`config.mk`:
```
export PLATFORM = sky130hd
export DESIGN_NAME = sa_job_sequencer
export DESIGN_NICKNAME = d
export VERILOG_FILES = /design/src/rtl/sa_job_sequencer_pkg.sv /design/src/rtl/sa_job_sequencer_timer.sv /design/src/rtl/sa_job_sequencer.sv
export SDC_FILE = /design/constraint.sdc
export NUM_CORES = 1
export LEC_CHECK = 0
export CAP_MARGIN = 25
export CORE_MARGIN = 2
export CORE_UTILIZATION = 48
export CTS_BUF_LIST = sky130_fd_sc_hd__clkbuf_8
export DETAILED_ROUTE_END_ITERATION = 7
export PLACE_DENSITY_LB_ADDON = 0.12
export SLEW_MARGIN = 20
export SYNTH_ARGS = -nofsm -noshare
export SYNTH_HDL_FRONTEND = slang
export SYNTH_HIERARCHICAL = 1
export SYNTH_SLANG_ARGS = --single-unit
```
`constraint.sdc`:
```
create_clock -name clk_i -period 3.37 [get_ports clk_i]
set_input_delay 1.011 -clock clk_i [delete_from_list [all_inputs] [get_ports clk_i]]
set_output_delay 1.011 -clock clk_i [all_outputs]
set_load 0.01 [all_outputs]
```
`src/rtl/sa_job_sequencer_pkg.sv`:
```
// State encoding and array-bus address map for the systolic-array job sequencer.
package sa_pkg;

  typedef enum logic [2:0] {
    ST_IDLE,
    ST_LOAD,
    ST_CLR,
    ST_START,
    ST_WAIT,
    ST_RD,
    ST_FIN
  } state_e;

  localparam logic [7:0] REG_WEIGHT = 8'h00;
  localparam logic [7:0] REG_ACT    = 8'h40;
  localparam logic [7:0] REG_OUT    = 8'h80;
  localparam logic [7:0] REG_START  = 8'hC0;
  localparam logic [7:0] REG_STATUS = 8'h00;

  localparam int RD_HOLD    = 2;
  localparam int WAIT_GUARD = 2;

  function automatic logic [7:0] out_addr(input logic [5:0] idx);
    return REG_OUT | {2'b00, idx};
  endfunction

endpackage

```
`src/rtl/sa_job_sequencer_timer.sv`:
```
// Loadable, saturating down-counter shared by the WAIT guard/timeout and the RD hold.
module sa_seq_timer #(
  parameter int W = 8
) (
  input  logic         clk_i,
  input  logic         rst_i,
  input  logic         load_i,
  input  logic [W-1:0] load_val_i,
  input  logic         dec_i,
  output logic [W-1:0] count_o,
  output logic         zero_o
);

  logic [W-1:0] count_q;
  logic [W-1:0] count_d;

  always_comb begin
    count_d = count_q;
    if (load_i) begin
      count_d = load_val_i;
    end else if (dec_i && (count_q != '0)) begin
      count_d = count_q - W'(1);
    end
  end

  always_ff @(posedge clk_i or negedge rst_i) begin
    if (!rst_i) begin
      count_q <= '0;
    end else begin
      count_q <= count_d;
    end
  end

  assign count_o = count_q;
  assign zero_o  = (count_q == '0);

endmodule

```
`src/rtl/sa_job_sequencer.sv`:
```
// Job sequencer: load weights/activations, clear outputs, start, poll, stream results.
// Optional build macro SA_JOB_SEQUENCER_TIMEOUT_EN adds a WAIT timeout with sticky err_o.
module sa_job_sequencer
  import sa_pkg::*;
#(
  parameter int MAC_W   = 19,
  parameter int X_W     = 8,
  parameter int TIMEOUT = 255
) (
  input  logic             clk_i,
  input  logic             rst_i,
  input  logic             cmd_vi,
  output logic             cmd_ready_o,
  input  logic [MAC_W-1:0] acc_init_i,
  output logic             src_rd_o,
  output logic [6:0]       src_addr_o,
  input  logic [X_W-1:0]   src_data_i,
  output logic [7:0]       arr_addr_o,
  output logic [31:0]      arr_data_o,
  output logic             arr_wr_vo,
  input  logic [MAC_W:0]   arr_data_i,
  output logic             res_vo,
  input  logic             res_ready_i,
  output logic [MAC_W:0]   res_data_o,
  output logic [5:0]       res_idx_o,
  output logic             busy_o,
  output logic             done_o,
  output logic             err_o
);

`ifdef SA_JOB_SEQUENCER_TIMEOUT_EN
  localparam logic [7:0] WAIT_LOAD = 8'(TIMEOUT - 1);
`else
  // TIMEOUT has no effect without the timeout option.
  localparam logic [7:0] WAIT_LOAD = 8'(WAIT_GUARD) | (8'(TIMEOUT) & 8'h00);
`endif
  localparam logic [7:0] GUARD_LIMIT = WAIT_LOAD - 8'(WAIT_GUARD);

  state_e           state_q, state_d;
  logic [7:0]       cnt_q, cnt_d;
  logic [MAC_W-1:0] acc_q, acc_d;
  logic [5:0]       idx_q, idx_d;
  logic             res_v_q, res_v_d;
  logic [MAC_W:0]   res_data_q, res_data_d;
  logic             err_q, err_d;

  logic             tmr_load, tmr_dec, tmr_zero;
  logic [7:0]       tmr_load_val, tmr_cnt;
  logic [6:0]       load_k;

  sa_seq_timer #(.W(8)) u_timer (
    .clk_i      (clk_i),
    .rst_i      (rst_i),
    .load_i     (tmr_load),
    .load_val_i (tmr_load_val),
    .dec_i      (tmr_dec),
    .count_o    (tmr_cnt),
    .zero_o     (tmr_zero)
  );

  always_comb begin
    state_d      = state_q;
    cnt_d        = cnt_q;
    acc_d        = acc_q;
    idx_d        = idx_q;
    res_v_d      = res_v_q;
    res_data_d   = res_data_q;
    err_d        = err_q;
    tmr_load     = 1'b0;
    tmr_load_val = '0;
    tmr_dec      = 1'b0;
    load_k       = cnt_q[6:0] - 7'd1;
    src_rd_o     = 1'b0;
    src_addr_o   = '0;
    arr_addr_o   = '0;
    arr_data_o   = '0;
    arr_wr_vo    = 1'b0;
    done_o       = 1'b0;

    unique case (state_q)
      ST_IDLE: begin
        if (cmd_vi) begin
          acc_d   = acc_init_i;
          err_d   = 1'b0;
          cnt_d   = '0;
          state_d = ST_LOAD;
        end
      end
      ST_LOAD: begin
        // Read k and write k-1 overlap; cnt runs 0..128 so the final write drains.
        src_rd_o   = ~cnt_q[7];
        src_addr_o = cnt_q[6:0];
        if (cnt_q != 8'd0) begin
          arr_wr_vo  = 1'b1;
          arr_addr_o = (load_k[6] ? REG_ACT : REG_WEIGHT) | {2'b00, load_k[5:0]};
          arr_data_o = 32'(src_data_i);
        end
        if (cnt_q == 8'd128) begin
          cnt_d   = '0;
          state_d = ST_CLR;
        end else begin
          cnt_d = cnt_q + 8'd1;
        end
      end
      ST_CLR: begin
        arr_wr_vo  = 1'b1;
        arr_addr_o = REG_OUT | {2'b00, cnt_q[2:0], 3'b000};
        arr_data_o = 32'(acc_q);
        if (cnt_q[2:0] == 3'd7) begin
          cnt_d   = '0;
          state_d = ST_START;
        end else begin
          cnt_d = cnt_q + 8'd1;
        end
      end
      ST_START: begin
        arr_wr_vo    = 1'b1;
        arr_addr_o   = REG_START;
        tmr_load     = 1'b1;
        tmr_load_val = WAIT_LOAD;
        state_d      = ST_WAIT;
      end
      ST_WAIT: begin
        arr_addr_o = REG_STATUS;
        tmr_dec    = 1'b1;
        if ((tmr_cnt <= GUARD_LIMIT) && arr_data_i[0]) begin
          idx_d        = '0;
          res_v_d      = 1'b0;
          tmr_load     = 1'b1;
          tmr_load_val = 8'(RD_HOLD - 1);
          state_d      = ST_RD;
        end
`ifdef SA_JOB_SEQUENCER_TIMEOUT_EN
        else if (tmr_zero) begin
          err_d   = 1'b1;
          state_d = ST_FIN;
        end
`endif
      end
      ST_RD: begin
        if (!res_v_q) begin
          arr_addr_o = out_addr(idx_q);
          if (tmr_zero) begin
            res_data_d = arr_data_i;
            res_v_d    = 1'b1;
          end else begin
            tmr_dec = 1'b1;
          end
        end else if (res_ready_i) begin
          res_v_d = 1'b0;
          if (idx_q == 6'd63) begin
            state_d = ST_FIN;
          end else begin
            idx_d        = idx_q + 6'd1;
            tmr_load     = 1'b1;
            tmr_load_val = 8'(RD_HOLD - 1);
          end
        end
      end
      ST_FIN: begin
        done_o  = 1'b1;
        state_d = ST_IDLE;
      end
      default: state_d = ST_IDLE;
    endcase
  end

  always_ff @(posedge clk_i or negedge rst_i) begin
    if (!rst_i) begin
      state_q    <= ST_IDLE;
      cnt_q      <= '0;
      acc_q      <= '0;
      idx_q      <= '0;
      res_v_q    <= 1'b0;
      res_data_q <= '0;
      err_q      <= 1'b0;
    end else begin
      state_q    <= state_d;
      cnt_q      <= cnt_d;
      acc_q      <= acc_d;
      idx_q      <= idx_d;
      res_v_q    <= res_v_d;
      res_data_q <= res_data_d;
      err_q      <= err_d;
    end
  end

  assign cmd_ready_o = (state_q == ST_IDLE);
  assign busy_o      = (state_q != ST_IDLE);
  assign res_vo      = res_v_q;
  assign res_data_o  = res_v_q ? res_data_q : '0;
  assign res_idx_o   = res_v_q ? idx_q : '0;
  assign err_o       = err_q;

endmodule

```
Yosys cells after proc, flatten, opt, wreduce, memory -nomap -nowiden
Index checks and enable logic that the tools add are counted.
- magnitude comparators: 1
- add/sub/neg operators: 4
- bitwise gates (word level): 3
- muxes and demuxes: 50
- equal/unequal tests: 17
- reduce and logical (&&, ||, !) cells: 17
- operators by type and width (operator ; number):
    $mux W8 ; 7
    $pmux W19 S2 ; 1
    $pmux W8 S4 ; 1
    $mux W6 ; 5
    $pmux W8 S3 ; 1
    $mux W3 ; 7
    $mux W7 ; 3
    $mux W20 ; 1
    $pmux W3 S6 ; 1
    $mux W1 ; 17
    $ne A2 B2 Y1 const B ; 8
    $reduce_bool A8 Y1 ; 2
    $eq A3 B3 Y1 const B ; 4
    $pmux W6 S2 ; 1
    $add A8 B1 Y8 const B ; 1
    $eq A8 B8 Y1 const B ; 1
    $le A8 B1 Y1 const B ; 1
    $logic_not A8 Y1 ; 1
    $sub A8 B1 Y8 const B ; 1
    $or A7 B6 Y7 ; 1
    $reduce_and A7 Y1 ; 1
    $sub A7 B1 Y7 const B ; 1
    $add A6 B1 Y6 const B ; 1
    $eq A3 B2 Y1 const B ; 2
    other kinds (14) ; 22
- output and inout port bits: 80
- input port bits: 51
- register bits after elaboration: 65
- logic and storage cells: 99

Logic depth before layout (Yosys ltp)
- depth in word-level cells: 7
- gate-level depth with buffers: 10
- depth with buffers taken out: 9

Cells and area by module
The synthesis kept the hierarchy.
- modules (own cells, without submodules) (module ; times used ; seq. area each (sq um) ; area each (sq um) ; cells an instance):
    sa_job_sequencer ; 1 ; 1426.4 ; 3444.6 ; 328
    sa_seq_timer ; 1 ; 200.2 ; 545.5 ; 60

Worst setup path before layout
Ideal clock, no wire load.
- kind: flip-flop to output port
- start: register cnt_q[0]
- end: output port arr_data_o[0]
- stages on the path, launching flop included: 8
- path slack: 0.837 ns
- buffers on the path: 1
- required time: 2.359 ns
- data arrival time: 1.522 ns
- cells stage by stage: dfrtp_1 -> inv_1 -> ha_1 -> nor2b_1 -> nand3b_1 -> and2_1 -> buf_2 -> a22o_1
- word-level cells in the longest chain between the ends: 3
- ends and longest elaborated chain (item ; RTL line ; source):
    start: declaration ; sa_job_sequencer.sv:40 ; logic [7:0] cnt_q, cnt_d;
    start signal: assignment ; sa_job_sequencer.sv:179 ; cnt_q <= cnt_d;
    $reduce_bool A8 Y1 ; sa_job_sequencer.sv:93 ; if (cnt_q != 8'd0) begin
    $mux W8 ; sa_job_sequencer.sv:93 ;
    $pmux W19 S2 ; sa_job_sequencer.sv:80 ; unique case (state_q)
    end: declaration ; sa_job_sequencer.sv:19 ; output logic [31:0] arr_data_o,
Every way passes these cells.

Final worst setup path
- start: register cnt_q[0]
- end: output port arr_data_o[5]
The elaborated chain is that of the path after synthesis.

==> results.yml <==
status:
  outcome: "finished clean"
sta:
  max_freq_ghz: 0.3084
  setup_tns_ns: 0
  whs_ns: 0.4982
  slew_viol_final: 0
  setup_viol: 0
  finalHoldViolCount: 0
  relSlewSlack_pct: 42.05
  worst_pin_slew_ns: 0.8672
  min_period_over_period_pct: 96.23
  finalClockSkew_ns: 0.01059
  post-route-min-period_ns: 3.243
  timing.final.ws_setup_ns: 0.1270
  grt_setup_unrepaired: "no"
cts:
  cts_tree: "yes"
  clk_pin_slew_ns: 0.08
  postCtsHoldBufs: 0
  htreeDepth: 3
  clk_latency_ns: 0.34
  clk_path_buf_depth: 2
  cts_buffers: 9
  cts_root_buffer: "clkbuf_8"
  cts_sinks: 65
cells_and_area:
  diodes: 0
  syn_to_final_growth_pct: 37.38
  nets: 573
  final_core_util_pct: 67.39
  drive_gt1_share_pct: 19.04
  n_fill_cell: 665
critical_path:
  crit_fanout: 8
  r2r-end: "u_timer/count_o[5]"
  critPathKind: "reg -> out"
  rr_worst_depth: 9
  r2r_slack_ns: 0.54
  start_kind: "flip-flop"
  r2r_start: "u_timer/count_o[0]"
  end_kind: "primary output"
  cp.arrival_ns: 2.23
  critPathRequiredTime_ns: 2.36
detailed_routing:
  drt_iter0_drc: 122
  m1WireLength_mm: 3.922
  drc: 0
  drt_wl_total_mm: 9.391
  firstDrtPassIters: 4
  wire_per_inst_um: 15.03
  dr_total_vias: 3345
  top_layer: "met4"
  viasPerCell: 5.352
  ant_nets: 0
  wl_met2_mm: 4.644
  dr_wl_met3_um: 715
yosys:
  yosysWarnings: 6
  synthTopCellsByArea: "dfrtp_1 (41%), mux2_2 (8.2%), and2_1 (6.9%)"
  synth_edf_count: 0
  ys_seq_elements: 65
  synth_top_area_cell: "dfrtp_1"
  ys_seq_area_share_pct: 40.77
  async_flop_share_pct: 100.0
  syn_avg_cell_area_um2: 10.28
  synth_cell_types: 68
  synth_top_area_share_pct: 40.77
  ys.flop_type: "dfrtp_1"
  synthCells: 388
  synth_area_mm2: 0.003990
  synth_most_common_cell: "dfrtp_1"
  synth.top_cells.by_count: "dfrtp_1 (65), and2_1 (44), mux2_2 (29), nand2_1 (29), buf_4 (16)"
pwr:
  sequentialPowerShare_pct: 31.3
  peakVddDrop_v: 0.0003894
  switchingPower_mw: 1.468
  p_int_mw: 2.552
  finalPower_mw: 4.020
  power.leakage_nw: 2.349
  clock_power_share_pct: 17.6
  p_per_area_mw_per_mm2: 733.4
  sw_frac_of_total_pct: 36.52
  comb_power_share_pct: 51.1
flow_run:
  cap_violations: 0
floorplan:
  fp.coreArea_mm2: 0.008134
  initial_utilization_pct: 49.05
  die_x_um: 95.18
  dieArea_mm2: 0.009058
  die_h_um: 95.18
  fp-row-count: 33
  ios: 131
min_path:
  min_path_type: "reg -> reg"
  hold_start: "res_data_q[0]"
  hold_depth: 1
  worst_hold_path.endpoint: "res_data_q[0]"
global_route:
  grt_max_degree: 39
  grt_pass1_wl_mm: 15.23
  grt_pass1_vias: 3244
  grtUsageTotal_pct: 21.47
  grt_antenna_before_repair: 0
  overflow: 0
placed_design:
  gp_congestion: 0.8221
  dp_hpwl_mm: 6.894
  numPortBuffers: 116
  pre_cts_slack_ns: 0.2273
## logic make-up (layout without fill, tap and decap cells)
logic type | count (synthesis) | count (layout) | share of synthesized area, %
buffers and inverters | 48 | 161 | 7.400
and+or+nand+nor | 147 | 147 | 21.86
AOI/OAI and AO/OA | 73 | 73 | 13.89
DFF | 65 | 65 | 40.77
adders and majority gates | 7 | 7 | 2.195
xor gates and xnor gates | 5 | 5 | 1.098
muxes | 42 | 42 | 12.70
other | 1 | 20 | 0.09398
## worst max path at each step
stage             startpoint       endpoint  slack (ns)
3_5_place_dp   src_data_i[5]  arr_data_o[5]        0.23
5_1_grt             cnt_q[0]  arr_addr_o[5]       0.008
3_3_place_gp   src_data_i[5]  arr_data_o[5]        0.23
4_1_cts             cnt_q[2]  arr_data_o[5]       0.003
6_report            cnt_q[0]  arr_data_o[5]        0.13
2_1_floorplan       cnt_q[0]  arr_data_o[0]        0.84
## cells in the final DEF (no fill, tap or decap), drive strengths merged, types with 4 or more instances in the layout
cell type	count
dfrtp	65
nand4	4
nor3b	6
clkdlybuf4s50	114
nand3	8
o211ai	6
nor2	18
or3b	4
and2	46
o21ai	15
nand2b	4
nor3	7
mux2	39
a211o	4
inv	13
nand2	29
nor4	4
a22o	10
a21oi	10
a31oi	4
ha	7
clkbuf	9
conb	20
clkinv	4
buf	17
## metrics by stage
step / cells / instance area [µm²]
after detailed placement: 608 / 5228
final: 625 / 5482
after global placement: 608 / 5228
after floorplan: 407 / 4061
after global routing: 625 / 5482
after CTS: 624 / 5443
## state kept, by name, summed over array words and instances (netlist names)
name             count
res_data_q          20
acc_q               19
cnt_q                8
u_timer/count_o      8
idx_q                6
state_q              3
res_vo               1
## critical path: stages (launching register included)
cell             delay (ns)
dfrtp_2                0.45
inv_2                  0.11
ha_1                   0.16
nor2b_4                0.17
nand3b_1               0.13
and2_4                 0.22
a22o_1                 0.18
clkdlybuf4s50_1        0.47
## layer usage
metal	GRT usage (%)	up-vias
met3	5.455	9
met4	8.213	0
met1	26.44	1613
li1	-	1601
met5	0	-
met2	36.15	122
## area by class of cell
cell class / instances / area [µm²] / area share (%)
Clock inverter: 7 / 86.33 / 1.575
Sequential cell: 65 / 1629 / 29.72
Tap cell: 105 / 131.4 / 2.397
Timing Repair Buffer: 132 / 1295 / 23.62
Inverter: 13 / 48.80 / 0.8902
Clock buffer: 9 / 123.9 / 2.260
Multi-Input combinational cell: 294 / 2167 / 39.53
## power groups by stage
stage / Combinational, mW / Sequential (mW) / Clock [mW]
floorplan: 1.29 / 1.20 / 0
global placement: 1.98 / 1.25 / 0
detailed placement: 2.02 / 1.26 / 0
CTS: 2.04 / 1.25 / 0.728
global route: 2.25 / 1.30 / 0.756
finish: 2.06 / 1.26 / 0.708
## timing repair
item,CTS,global route
hold endpoints to repair,0,0
endpoints found under the setup margin,13,14
setup buffers,0,1
gates cloned,0,0
gates resized for setup,6,10
pin swaps,0,1
No activity file was read; power rests on OpenSTA's default activity.
